===== config.mk =====
export PLATFORM = sky130hd
export DESIGN_NAME = float_entry_sequencer_flat
export DESIGN_NICKNAME = d
export VERILOG_FILES = /design/src/rtl/float_entry_pkg.sv /design/src/rtl/float_entry_sequencer_if.sv /design/src/rtl/float_nibble_writer.sv /design/src/rtl/float_entry_sequencer.sv /design/src/flat_wrapper.sv
export SDC_FILE = /design/constraint.sdc
export NUM_CORES = 1
export LEC_CHECK = 0
export CAP_MARGIN = 0
export CORE_ASPECT_RATIO = 1.75
export CORE_MARGIN = 2
export CORE_UTILIZATION = 28
export DETAILED_ROUTE_END_ITERATION = 10
export PLACE_DENSITY = 0.57
export SYNTH_ARGS = -nofsm -noshare
export SYNTH_HDL_FRONTEND = slang
export SYNTH_HIERARCHICAL = 1
export SYNTH_SLANG_ARGS = --single-unit

===== constraint.sdc =====
create_clock -name CLK -period 8.1 [get_ports CLK]
set_clock_uncertainty 0.2 [all_clocks]
set_input_delay 0.81 -clock CLK [delete_from_list [all_inputs] [get_ports CLK]]
set_output_delay 0.81 -clock CLK [all_outputs]
set_load 0.005 [all_outputs]

===== src/rtl/float_entry_pkg.sv =====
// float_entry_pkg
//   Shared types and constants for the float operand-entry sequencer.
//   cmd_e    : front-panel command encoding carried on CMD.
//   state_e  : fold sequencer states.
//   exp_bias : IEEE-style exponent bias for a given exponent width.
//   FLOAT_W / NIB : word width and nibble count of the default
//   single-precision configuration (EXP_W=8, MAN_W=23).
package float_entry_pkg;

    localparam int EXP_W_DEF = 8;
    localparam int MAN_W_DEF = 23;
    localparam int FLOAT_W   = 1 + EXP_W_DEF + MAN_W_DEF;
    localparam int NIB       = (FLOAT_W + 3) / 4;

    typedef enum logic [2:0] {
        CMD_NOP      = 3'd0,
        CMD_SEL_NEXT = 3'd1,
        CMD_SEL_PREV = 3'd2,
        CMD_EXP_INC  = 3'd3,
        CMD_EXP_DEC  = 3'd4,
        CMD_EXP_BIAS = 3'd5,
        CMD_CLEAR    = 3'd6,
        CMD_GO       = 3'd7
    } cmd_e;

    typedef enum logic [1:0] {
        ST_IDLE  = 2'd0,
        ST_ISSUE = 2'd1,
        ST_WAIT  = 2'd2,
        ST_DONE  = 2'd3
    } state_e;

    function automatic int exp_bias(input int exp_w);
        return (1 << (exp_w - 1)) - 1;
    endfunction

endpackage


===== src/rtl/float_entry_sequencer_if.sv =====
// float_entry_sequencer_if
//   Request/response handshake between the entry sequencer and the
//   external float add/sub unit.
//   REQ_VALID/REQ_READY : request handshake (sequencer -> unit)
//   REQ_A, REQ_B        : operands, REQ_SUB : 0 add / 1 subtract
//   RSP_VALID           : one-cycle response strobe (unit -> sequencer)
//   RSP_R, RSP_OVF, RSP_UNF : result and exception flags
//   master modport = sequencer side, slave modport = arithmetic unit side.
interface float_entry_sequencer_if #(
    parameter int FLOAT_W = float_entry_pkg::FLOAT_W
) ();

    logic               REQ_VALID;
    logic               REQ_READY;
    logic [FLOAT_W-1:0] REQ_A;
    logic [FLOAT_W-1:0] REQ_B;
    logic               REQ_SUB;
    logic               RSP_VALID;
    logic [FLOAT_W-1:0] RSP_R;
    logic               RSP_OVF;
    logic               RSP_UNF;

    modport master (
        output REQ_VALID, REQ_A, REQ_B, REQ_SUB,
        input  REQ_READY, RSP_VALID, RSP_R, RSP_OVF, RSP_UNF
    );

    modport slave (
        input  REQ_VALID, REQ_A, REQ_B, REQ_SUB,
        output REQ_READY, RSP_VALID, RSP_R, RSP_OVF, RSP_UNF
    );

endinterface


===== src/rtl/float_nibble_writer.sv =====
// float_nibble_writer
//   Combinational insert of a 4-bit nibble into a W-bit word.
//   word     : original word
//   nib      : nibble to insert, nib[3] lands on bit 'hi'
//   hi       : bit index of the nibble MSB; nibble occupies [hi -: 4]
//   word_out : word with the nibble inserted; nibble bits that would fall
//              below bit 0 are dropped.
module float_nibble_writer #(
    parameter  int W    = 32,
    localparam int HI_W = $clog2(W)
) (
    input  logic [W-1:0]    word,
    input  logic [3:0]      nib,
    input  logic [HI_W-1:0] hi,
    output logic [W-1:0]    word_out
);

    logic [W-1:0] mask;
    logic [W-1:0] ins;

    // Work in a W+3 wide space with the nibble's LSB at 'hi', then shift
    // down by 3 so that any bits below bit 0 of the word fall off.
    always_comb begin
        mask     = W'(({{(W-1){1'b0}}, 4'hF} << hi) >> 3);
        ins      = W'(({{(W-1){1'b0}}, nib } << hi) >> 3);
        word_out = (word & ~mask) | ins;
    end

endmodule


===== src/rtl/float_entry_sequencer.sv =====
// float_entry_sequencer
//   Operand entry and left-to-right fold sequencer for the float
//   adder/subtractor front panel.
//   CLK, RESET          : clock, asynchronous active-low reset
//   KEY_VALID, KEY_VAL  : key strobe and nibble
//   CMD_VALID, CMD      : command strobe and code (float_entry_pkg::cmd_e)
//   MODE                : 0 exponent-window entry, 1 raw nibble entry
//   SUB                 : operation for the fold, sampled at GO
//   OPERANDS            : all operand registers, op i at [i*FLOAT_W +: FLOAT_W]
//   SEL, CURSOR         : selected operand, raw-mode nibble index
//   KEY_REJECT          : one-cycle pulse when a key is dropped
//   BUSY                : fold in progress
//   bus                 : request/response link to the add/sub unit
//   RESULT, RESULT_VALID, OVF, UNF : fold result, done pulse, flags
module float_entry_sequencer #(
    parameter  int EXP_W   = 8,
    parameter  int MAN_W   = 23,
    parameter  int N_OPS   = 2,
    localparam int FLOAT_W = 1 + EXP_W + MAN_W,
    localparam int NIB     = (FLOAT_W + 3) / 4,
    localparam int SEL_W   = (N_OPS > 1) ? $clog2(N_OPS) : 1,
    localparam int CUR_W   = (NIB > 1) ? $clog2(NIB) : 1
) (
    input  logic                     CLK,
    input  logic                     RESET,
    input  logic                     KEY_VALID,
    input  logic [3:0]               KEY_VAL,
    input  logic                     CMD_VALID,
    input  logic [2:0]               CMD,
    input  logic                     MODE,
    input  logic                     SUB,
    output logic [N_OPS*FLOAT_W-1:0] OPERANDS,
    output logic [SEL_W-1:0]         SEL,
    output logic [CUR_W-1:0]         CURSOR,
    output logic                     KEY_REJECT,
    output logic                     BUSY,
    float_entry_sequencer_if.master  bus,
    output logic [FLOAT_W-1:0]       RESULT,
    output logic                     RESULT_VALID,
    output logic                     OVF,
    output logic                     UNF
);

    import float_entry_pkg::*;

    localparam int BIAS    = exp_bias(EXP_W);
    localparam int HI_W    = $clog2(FLOAT_W);
    localparam int EXP_MSB = FLOAT_W - 2;

    logic [FLOAT_W-1:0] ops [N_OPS];

    state_e             state;
    logic [SEL_W-1:0]   idx;
    logic [FLOAT_W-1:0] acc;
    logic [FLOAT_W-1:0] req_b;
    logic               req_valid;
    logic               sub_q;
    logic               ovf_acc;
    logic               unf_acc;

    logic [FLOAT_W-1:0] cur_op;
    logic [EXP_W-1:0]   cur_exp;
    int                 win_k;
    logic               win_ok;
    logic [HI_W-1:0]    raw_hi;
    logic [HI_W-1:0]    win_hi;
    logic [HI_W-1:0]    ins_hi;
    logic [FLOAT_W-1:0] key_word;
    logic               idle;
    logic               key_ok;
    cmd_e               cmd;

    genvar g;
    generate
        for (g = 0; g < N_OPS; g++) begin : g_flat
            assign OPERANDS[g*FLOAT_W +: FLOAT_W] = ops[g];
        end
    endgenerate

    assign bus.REQ_VALID = req_valid;
    assign bus.REQ_A     = acc;
    assign bus.REQ_B     = req_b;
    assign bus.REQ_SUB   = sub_q;

    assign cmd    = cmd_e'(CMD);
    assign idle   = (state == ST_IDLE);
    assign cur_op = ops[SEL];
    assign cur_exp = cur_op[EXP_MSB -: EXP_W];

    // Window mode: the unbiased exponent k picks which mantissa nibble a
    // key lands on, so the key edits the digit just right of the binary
    // point's current position. Keys outside the mantissa are rejected.
    always_comb begin
        win_k  = int'(cur_exp) - BIAS;
        win_ok = (win_k >= 0) && (win_k <= MAN_W - 4);
        raw_hi = HI_W'(FLOAT_W - 1 - 4 * int'(CURSOR));
        win_hi = win_ok ? HI_W'(MAN_W - 1 - win_k) : '0;
        ins_hi = MODE ? raw_hi : win_hi;
    end

    // A simultaneous command wins over a key; nothing is editable mid-fold.
    assign key_ok = KEY_VALID && !CMD_VALID && idle && (MODE || win_ok);

    float_nibble_writer #(
        .W (FLOAT_W)
    ) u_writer (
        .word     (cur_op),
        .nib      (KEY_VAL),
        .hi       (ins_hi),
        .word_out (key_word)
    );

    // Operand editing: key inserts and front-panel commands.
    always_ff @(posedge CLK or negedge RESET) begin
        if (!RESET) begin
            for (int n = 0; n < N_OPS; n++) begin
                ops[n] <= '0;
            end
            SEL        <= '0;
            CURSOR     <= '0;
            KEY_REJECT <= 1'b0;
        end else begin
            KEY_REJECT <= KEY_VALID && !key_ok;
            if (key_ok) begin
                ops[SEL] <= key_word;
                if (MODE) begin
                    CURSOR <= (CURSOR == CUR_W'(NIB - 1)) ? '0 : CURSOR + CUR_W'(1);
                end
            end
            if (CMD_VALID && idle) begin
                case (cmd)
                    CMD_SEL_NEXT: begin
                        SEL    <= (SEL == SEL_W'(N_OPS - 1)) ? '0 : SEL + SEL_W'(1);
                        CURSOR <= '0;
                    end
                    CMD_SEL_PREV: begin
                        SEL    <= (SEL == '0) ? SEL_W'(N_OPS - 1) : SEL - SEL_W'(1);
                        CURSOR <= '0;
                    end
                    CMD_EXP_INC:  ops[SEL][EXP_MSB -: EXP_W] <= cur_exp + EXP_W'(1);
                    CMD_EXP_DEC:  ops[SEL][EXP_MSB -: EXP_W] <= cur_exp - EXP_W'(1);
                    CMD_EXP_BIAS: ops[SEL][EXP_MSB -: EXP_W] <= EXP_W'(BIAS);
                    CMD_CLEAR: begin
                        ops[SEL] <= '0;
                        CURSOR   <= '0;
                    end
                    default: ;
                endcase
            end
        end
    end

    // Fold sequencer: acc = op0, then acc = acc (+/-) op[i] for i = 1..N_OPS-1.
    // OVF/UNF accumulate internally and only reach the outputs at DONE so
    // the previous fold's flags stay visible while a new fold runs.
    always_ff @(posedge CLK or negedge RESET) begin
        if (!RESET) begin
            state        <= ST_IDLE;
            idx          <= '0;
            acc          <= '0;
            req_b        <= '0;
            req_valid    <= 1'b0;
            sub_q        <= 1'b0;
            ovf_acc      <= 1'b0;
            unf_acc      <= 1'b0;
            BUSY         <= 1'b0;
            RESULT       <= '0;
            RESULT_VALID <= 1'b0;
            OVF          <= 1'b0;
            UNF          <= 1'b0;
        end else begin
            RESULT_VALID <= 1'b0;
            case (state)
                ST_IDLE: begin
                    if (CMD_VALID && cmd == CMD_GO) begin
                        acc       <= ops[0];
                        req_b     <= ops[1];
                        idx       <= SEL_W'(1);
                        sub_q     <= SUB;
                        ovf_acc   <= 1'b0;
                        unf_acc   <= 1'b0;
                        BUSY      <= 1'b1;
                        req_valid <= 1'b1;
                        state     <= ST_ISSUE;
                    end
                end
                ST_ISSUE: begin
                    if (bus.REQ_READY) begin
                        req_valid <= 1'b0;
                        state     <= ST_WAIT;
                    end
                end
                ST_WAIT: begin
                    if (bus.RSP_VALID) begin
                        acc     <= bus.RSP_R;
                        ovf_acc <= ovf_acc | bus.RSP_OVF;
                        unf_acc <= unf_acc | bus.RSP_UNF;
                        if (idx == SEL_W'(N_OPS - 1)) begin
                            state <= ST_DONE;
                        end else begin
                            idx       <= idx + SEL_W'(1);
                            req_b     <= ops[idx + SEL_W'(1)];
                            req_valid <= 1'b1;
                            state     <= ST_ISSUE;
                        end
                    end
                end
                ST_DONE: begin
                    RESULT       <= acc;
                    RESULT_VALID <= 1'b1;
                    OVF          <= ovf_acc;
                    UNF          <= unf_acc;
                    BUSY         <= 1'b0;
                    state        <= ST_IDLE;
                end
                default: state <= ST_IDLE;
            endcase
        end
    end

endmodule

===== src/flat_wrapper.sv =====
// flat-port wrapper written by rule: the top's interface ports become plain ports
module float_entry_sequencer_flat import float_entry_pkg::*;
#(
    parameter  int EXP_W   = 8,
    parameter  int MAN_W   = 23,
    parameter  int N_OPS   = 2,
    localparam int FLOAT_W = 1 + EXP_W + MAN_W,
    localparam int NIB     = (FLOAT_W + 3) / 4,
    localparam int SEL_W   = (N_OPS > 1) ? $clog2(N_OPS) : 1,
    localparam int CUR_W   = (NIB > 1) ? $clog2(NIB) : 1
)
  (CLK, RESET, KEY_VALID, KEY_VAL, CMD_VALID, CMD, MODE, SUB, OPERANDS, SEL, CURSOR, KEY_REJECT, BUSY, RESULT, RESULT_VALID, OVF, UNF, bus_REQ_VALID, bus_REQ_A, bus_REQ_B, bus_REQ_SUB, bus_REQ_READY, bus_RSP_VALID, bus_RSP_R, bus_RSP_OVF, bus_RSP_UNF);
  float_entry_sequencer_if bus_i ();
  input  logic CLK;
  input  logic RESET;
  input  logic KEY_VALID;
  input  logic [3:0] KEY_VAL;
  input  logic CMD_VALID;
  input  logic [2:0] CMD;
  input  logic MODE;
  input  logic SUB;
  output logic [N_OPS*FLOAT_W-1:0] OPERANDS;
  output logic [SEL_W-1:0] SEL;
  output logic [CUR_W-1:0] CURSOR;
  output logic KEY_REJECT;
  output logic BUSY;
  output logic [FLOAT_W-1:0] RESULT;
  output logic RESULT_VALID;
  output logic OVF;
  output logic UNF;
  output wire logic [$bits(bus_i.REQ_VALID)-1:0] bus_REQ_VALID;
  output wire logic [$bits(bus_i.REQ_A)-1:0] bus_REQ_A;
  output wire logic [$bits(bus_i.REQ_B)-1:0] bus_REQ_B;
  output wire logic [$bits(bus_i.REQ_SUB)-1:0] bus_REQ_SUB;
  input wire logic [$bits(bus_i.REQ_READY)-1:0] bus_REQ_READY;
  input wire logic [$bits(bus_i.RSP_VALID)-1:0] bus_RSP_VALID;
  input wire logic [$bits(bus_i.RSP_R)-1:0] bus_RSP_R;
  input wire logic [$bits(bus_i.RSP_OVF)-1:0] bus_RSP_OVF;
  input wire logic [$bits(bus_i.RSP_UNF)-1:0] bus_RSP_UNF;
  assign bus_REQ_VALID = bus_i.REQ_VALID;
  assign bus_REQ_A = bus_i.REQ_A;
  assign bus_REQ_B = bus_i.REQ_B;
  assign bus_REQ_SUB = bus_i.REQ_SUB;
  assign bus_i.REQ_READY = bus_REQ_READY;
  assign bus_i.RSP_VALID = bus_RSP_VALID;
  assign bus_i.RSP_R = bus_RSP_R;
  assign bus_i.RSP_OVF = bus_RSP_OVF;
  assign bus_i.RSP_UNF = bus_RSP_UNF;
  float_entry_sequencer #(.EXP_W(EXP_W), .MAN_W(MAN_W), .N_OPS(N_OPS)) u_core (.CLK(CLK), .RESET(RESET), .KEY_VALID(KEY_VALID), .KEY_VAL(KEY_VAL), .CMD_VALID(CMD_VALID), .CMD(CMD), .MODE(MODE), .SUB(SUB), .OPERANDS(OPERANDS), .SEL(SEL), .CURSOR(CURSOR), .KEY_REJECT(KEY_REJECT), .BUSY(BUSY), .bus(bus_i), .RESULT(RESULT), .RESULT_VALID(RESULT_VALID), .OVF(OVF), .UNF(UNF));
endmodule

* Yosys cells after proc, flatten, opt, wreduce, memory -nomap -nowiden *
Cells that the tools add are included.

word-level totals
  bits of input ports = 49
  register bits = 176

operators by class
  shift operators = 2
  magnitude comparators = 5
  multiplexer cells = 54
  equal/unequal tests = 15
  add/subtract/negate cells = 9
  bitwise logic cells = 9
  reduce and logical (&&, ||, !) cells = 24

operators by type and width
  cell                                                                                 number
  32-bit 2-to-1 mux                                                                    12
  64-bit bitwise mux                                                                   4
  64-bit case mux with 4 select lines                                                  1
  64-bit 2-to-1 mux                                                                    2
  32-bit case mux with 2 select lines                                                  2
  64-bit AND                                                                           1
  32-bit demux with 1-bit select                                                       2
  64-bit inverter                                                                      1
  4-bit by 5-bit left shift with 35-bit output                                         1
  4-bit by 5-bit left shift with 35-bit output, first input constant                   1
  32-bit AND                                                                           1
  32-bit inverter                                                                      1
  32-bit OR                                                                            1
  31-bit 2-to-1 mux                                                                    1
  3-bit == test, second input constant                                                 5
  3-bit 2-to-1 mux                                                                     5
  1-bit 2-to-1 mux                                                                     12
  5-bit 2-to-1 mux                                                                     2
  1-bit case mux with 2 select lines                                                   5
  5-bit subtractor, first input constant                                               2
  9-bit by 1-bit greater-or-equal comparator with 1-bit output, second input constant  1
  9-bit by 6-bit less-or-equal comparator with 1-bit output, second input constant     1
  8-bit by 7-bit subtractor with 9-bit output, second input constant                   1
  8-bit by 1-bit adder with 8-bit output, second input constant                        1
  other kinds (27)                                                                     52

* Logic depth before layout (Yosys ltp) *
  word-level depth = 18
  gate-level depth with buffers = 21

* Modules after synthesis *
The synthesis kept the hierarchy.

modules (own cells, without submodules)
  module                 times used  seq. area each (um^2)  area an instance (um^2)  cells an instance
  float_entry_sequencer  1           4404.2                 8329.2                   699
  float_nibble_writer    1           0.0                    970.9                    158

* Worst setup path after synthesis *
No wires, ideal clock.

  kind = flip-flop to flip-flop
  start point = register u_core.SEL
  end point = register u_core.ops, in the netlist u_core/OPERANDS[55]
  period minus slack after synthesis = 4373 ps
  setup slack = 3727 ps
  library setup time = 123 ps
  data required time = 7777 ps
  cell stages (with the launch flop) = 17
  arrival = 4050 ps
  path through = dfrtp_1 -> buf_6 -> buf_6 -> buf_6 -> mux2i_1 -> inv_1 -> ha_1 -> clkbuf_1 -> nor4_1 -> a2bb2oi_2 -> a21o_1 -> o31ai_1 -> nor2b_1 -> a32o_1 -> a22o_1 -> a21bo_1 -> o221a_1

on the way
  cells in the longest elaborated chain, start to end = 18

RTL lines
  item                                                                                                                                              line                          RTL
  start, declared                                                                                                                                   float_entry_sequencer.sv:33   output logic [SEL_W-1:0] SEL,
  start signal, assigned                                                                                                                            float_entry_sequencer.sv:133  SEL <= (SEL == SEL_W'(N_OPS - 1)) ? '0 : SEL + SEL_W'(1);
  start signal, assigned                                                                                                                            float_entry_sequencer.sv:137  SEL <= (SEL == '0) ? SEL_W'(N_OPS - 1) : SEL - SEL_W'(1);
  1-bit inverter with 2-bit output (not written as such) *                                                                                          float_entry_sequencer.sv:87   assign cur_op = ops[SEL];
  32-bit 2-to-1 mux (not written as such) * (3 in a row)                                                                                            float_entry_sequencer.sv:87
  named net u_core.cur_op[23]                                                                                                                       float_entry_sequencer.sv:61   logic [FLOAT_W-1:0] cur_op;
  8-bit by 7-bit subtractor with 9-bit output *                                                                                                     float_entry_sequencer.sv:94   win_k = int'(cur_exp) - BIAS;
  9-bit by 1-bit greater-or-equal comparator with 1-bit output / 9-bit by 6-bit less-or-equal comparator with 1-bit output (equally long branches)  float_entry_sequencer.sv:95   win_ok = (win_k >= 0) && (win_k <= MAN_W - 4);
  1-bit logical AND                                                                                                                                 float_entry_sequencer.sv:95
  5-bit 2-to-1 mux *                                                                                                                                float_entry_sequencer.sv:97   win_hi = win_ok ? HI_W'(MAN_W - 1 - win_k) : '0;
  5-bit 2-to-1 mux *                                                                                                                                float_entry_sequencer.sv:98   ins_hi = MODE ? raw_hi : win_hi;
  named net u_core.ins_hi[3]                                                                                                                        float_entry_sequencer.sv:67   logic [HI_W-1:0] ins_hi;
  (+2 left out)                                                                                                                                     --
  32-bit AND                                                                                                                                        float_nibble_writer.sv:26     word_out = (word & ~mask) | ins;
  32-bit OR *                                                                                                                                       float_nibble_writer.sv:26
  named net u_core.key_word[23]                                                                                                                     float_entry_sequencer.sv:68   logic [FLOAT_W-1:0] key_word;
  64-bit bitwise mux *                                                                                                                              float_entry_sequencer.sv:125  ops[SEL] <= key_word;
  64-bit 2-to-1 mux *                                                                                                                               float_entry_sequencer.sv:124  if (key_ok) begin
  64-bit AND (no source line), or another cell as far along                                                                                         --
  64-bit case mux with 4 select lines                                                                                                               float_entry_sequencer.sv:131  case (cmd)
  64-bit 2-to-1 mux *                                                                                                                               float_entry_sequencer.sv:130  if (CMD_VALID && idle) begin
  end signal, assigned by index                                                                                                                     float_entry_sequencer.sv:125
  end signal, assigned by index                                                                                                                     float_entry_sequencer.sv:140  CMD_EXP_INC: ops[SEL][EXP_MSB -: EXP_W] <= cur_exp + EXP_W'(1);
  end signal, assigned by index                                                                                                                     float_entry_sequencer.sv:141  CMD_EXP_DEC: ops[SEL][EXP_MSB -: EXP_W] <= cur_exp - EXP_W'(1);
  end, declared                                                                                                                                     float_entry_sequencer.sv:50   logic [FLOAT_W-1:0] ops [N_OPS];

The timed path passes the listed nets; every way through them passes the cells marked *. The select of a mux whose other input is x is not followed.
A chain may end at the register's enable or synchronous reset.

* Worst setup path after layout *
  start point = register u_core.SEL
  end point = register u_core.ops, in the netlist u_core/OPERANDS[30]

The elaborated chain is that of the path after synthesis.

==> metrics.md <==
| Metric | Value |
|---|---|
| Total GRT Usage | 18.7% |
| Ys async rst share | 100% |
| Layout area overhead | 33.2% |
| Most common cell after layout, fill and taps aside | clkdlybuf4s50_1 |
| Cell variety after synth | 76 |
| Worst Setup End Kind | register |
| Via count | around 7800 |
| Clock transition at the registers of the reported paths | ~70 ps |
| First DRT Iteration DRCs | approximately 600 |
| Routed WL per cell | about 22 um |
| Worst reg2reg endpoint | u_core/OPERANDS[30] |
| Hold Fails Final Rpt | 0 |
| Crit Path Category | reg -> reg |
| CTS H-tree depth | 4 |
| Cell area after synthesis | roughly 9300 um2 |
| Final #Nets | 1111 |
| DRC violations left | 0 |
| CORE AREA | about 33000 um2 |
| Clock sink total | 176 |
| Post-synthesis adder-cell area fraction | 1.35% |
| Number of global-route vias before repair | 7828 |
| Top cell type's share of synthesized area | a little under half |
| # resized after CTS | 0 |
| Clock tree buffer depth | 2 |
| First-pass GRT wire length | roughly 50000 um |
| CP max stage cell | o21bai_2 |
| Post-Route WL | approximately 32000 um |
| Reg area | between 4000 and 5000 um2 |
| Worst-Margin Slew | between 1000 and 1500 ps |
| Final Instance Area | between 10000 and 15000 um2 |
| Post-route ant nets | 0 |
| Initial core utilization | approximately 28% |
| Simple-gate share of the synthesized area | 10.1% |
| Critical path depth | 13 |
| Largest family of logic cells by synthesized area | compound AO/OA/AOI/OAI gates |
| Bufs and invs on worst path | 1 |
| R2R Setup Slk | between 2000 and 3000 ps |
| Crit-path most repeated cell | nor2_1 |
| Area post-placement | roughly 12000 um2 |
| Status | complete, no violations |
| Worst hold slack | 266 ps |
| Proportion of synthesized chip area in sequential cells | a little under half |
| CTS tree | yes |
| Final GP Congestion | around 0.98 |
| GRT overflow | 0 |
| Filler cells | ~3300 |
| Synth area leaders | dfrtp_1 47%, mux2_2 12%, a22o_1 4.9% |
| Largest net degree at the start of global routing | between 100 and 150 |
| CTS root buf | clkbuf_16 |
| Share of layout cells above drive strength 1 | ~16% |
| CP Launch Point | u_core/SEL |
| Fmax | ~0.18 GHz |
| Worst EP arrival | approximately 5600 ps |
| Quantity of I/O buffers inserted on ports | approximately 220 |
| Setup crit start kind | register |
| TritonCTS buffer count | 17 |
| Setup TNS | 0 ps |
| Final Max Slew Viols | 0 |
| Avg Synthesized Cell Area | ~11 um2 |
| Setup Buffers After CTS | 0 |
| Die area | about 35000 um2 |
| Via/cell ratio | ~5.3 |
| Synth area leader | dfrtp_1 |
| CP max FO | 31 |
| Die boundary width | approximately 140 um |
| HPWL after detailed placement | 24100 um |
| Yosys warnings | 6 |
| Fin util | between 30% and 40% |
| Synth Instances | 857 |
| Critical path's largest stage delay | approximately 860 ps |
| Max-Cap Viols | 0 |
| Chip height | 245 um |
| Placed cell count | around 1400 |
| Multi-input combinational cell area | 4540 um2 |
| First drt pass iteration count | 5 |
| Post-synthesis mux area share | about 16% |
| Relative max-transition margin | 20.0% |
| Final min period | roughly 5400 ps |
| Post-synth EDFFs | 0 |
| RSZ-0062 raised after global routing | no |
| P per Cell Area | ~400 nW/um2 |
| Post-Layout Cell Count | 1471 |
| Syn nets | about 900 |
| P_leak | a little over 5 nW |
| Ports | 220 |
| Top_reg_cell synth | dfrtp_1 |
| Worst skew pair latency | roughly 450 ps |
| Hold_buf cts | 0 |
| CP Cell Sequence | mux2i_1 -> inv_1 -> ha_1 -> o21bai_1 -> a221oi_2 -> nor2_1 -> a21o_1 -> o21bai_2 -> nand3_1 -> o21ai_0 -> nor2_1 -> a22oi_1 -> o32a_1 |
| FP Rows | 88 |
| VDD IR max | ~0.00014 V |
| Min-delay worst type | in -> async |
| Worst Path Required | between 8000 and 9000 ps |
| Final setup viols | 0 |
| Final Cycle Share | about two thirds |
| R2R cell count | 13 |
| Compound-Gate Fraction of Synth Area | ~19% |
| Top delay family on crit path | compound AO/OA/AOI/OAI gates |
| Number of antenna violations at the first check in global routing | 0 |
| Synth Area in XOR/XNOR | approximately 1.3% |
| Most frequent cells in the layout | 218 x clkdlybuf4s50_1, 175 x dfrtp_1, 96 x mux2_2, 61 x nand2_1, 56 x nor2_1 |
| R2r startpoint | u_core/SEL |
| #FFs+latches synth | 176 |
## logic make-up (layout without fill, tap and decap cells)
family / after synthesis / in the layout
compound gates: 245 / 245
xor+xnor: 14 / 14
fa+ha+maj: 10 / 10
buf+inv: 78 / 286
flops: 176 / 176
mux: 139 / 139
other cells: 0 / 1
simple gates: 195 / 195
## power breakdown
group / total, mW / switching, mW / internal [mW]
combinational: 2.49 / 1.19 / 1.30
clock: 0.805 / 0.393 / 0.412
sequential: 1.65 / 0.405 / 1.24
## registers in the layout (all words and copies together) (netlist names), 2 cells and up
register and count:
u_core/bus.REQ_A 32, u_core/bus.REQ_B 32, u_core/CURSOR 3, u_core/state 2
u_core/OPERANDS 64, u_core/RESULT 32
## how the worst max path moves through the flow
stage	end	slack [ps]
floorplan	u_core/OPERANDS[55]	3730
global placement	u_core/OPERANDS[30]	2960
detailed placement	u_core/OPERANDS[30]	2800
CTS	u_core/OPERANDS[30]	2770
global route	u_core/OPERANDS[30]	2220
finish	u_core/OPERANDS[30]	2670
## cell type report
class | count | area share, %
multi-input combinational | 603 | 36.6
sequential | 176 | 35.6
timing repair buffer | 231 | 18.5
tap | 405 | 4.09
clock buffer | 18 | 3.55
clock inverter | 14 | 1.01
inverter | 23 | 0.697
antenna | 1 | 0.0202
## worst register-to-register path, delay by kind of cell (launching register included)
family,cells,cell delay [ps]
AO/OA/AOI/OAI,7,2560
adder cells (fa/ha/maj),1,420
buffers and inverters,1,180
flip-flops,1,840
multiplexers,1,550
AND/OR/NAND/NOR,3,630
## synthesized netlist by cell type (all sizes together) (5+ instances only)
master and instances:
mux2 97, a22oi 15, nand2b 12, a21oi 46, nand3 15, inv 23, xnor2 10, a221oi 6
o221ai 7, buf 33, a31oi 6, dfrtp 176, nor2 57, nor3 11, ha 10, mux2i 42
a22o 52, nand2 63, clkbuf 22, nor2b 10, o21ai 61, a32oi 5, o31ai 9
## stage by stage
step | worst slack [ps] | power [mW]
after global placement | 2960 | 4.12
after CTS | 2770 | 4.98
final | 2670 | 4.94
after floorplan | 3730 | 2.88
after global routing | 2220 | 5.25
after detailed placement | 2800 | 4.15
## routing by layer
layer / track usage [%] / routed length (um)
met3: 3.41 / 1340
met2: 34.6 / 17500
met1: 19.5 / 11600
met4: 10.8 / 1850
met5: 0 / 0
(Power assumes the default switching activity.)
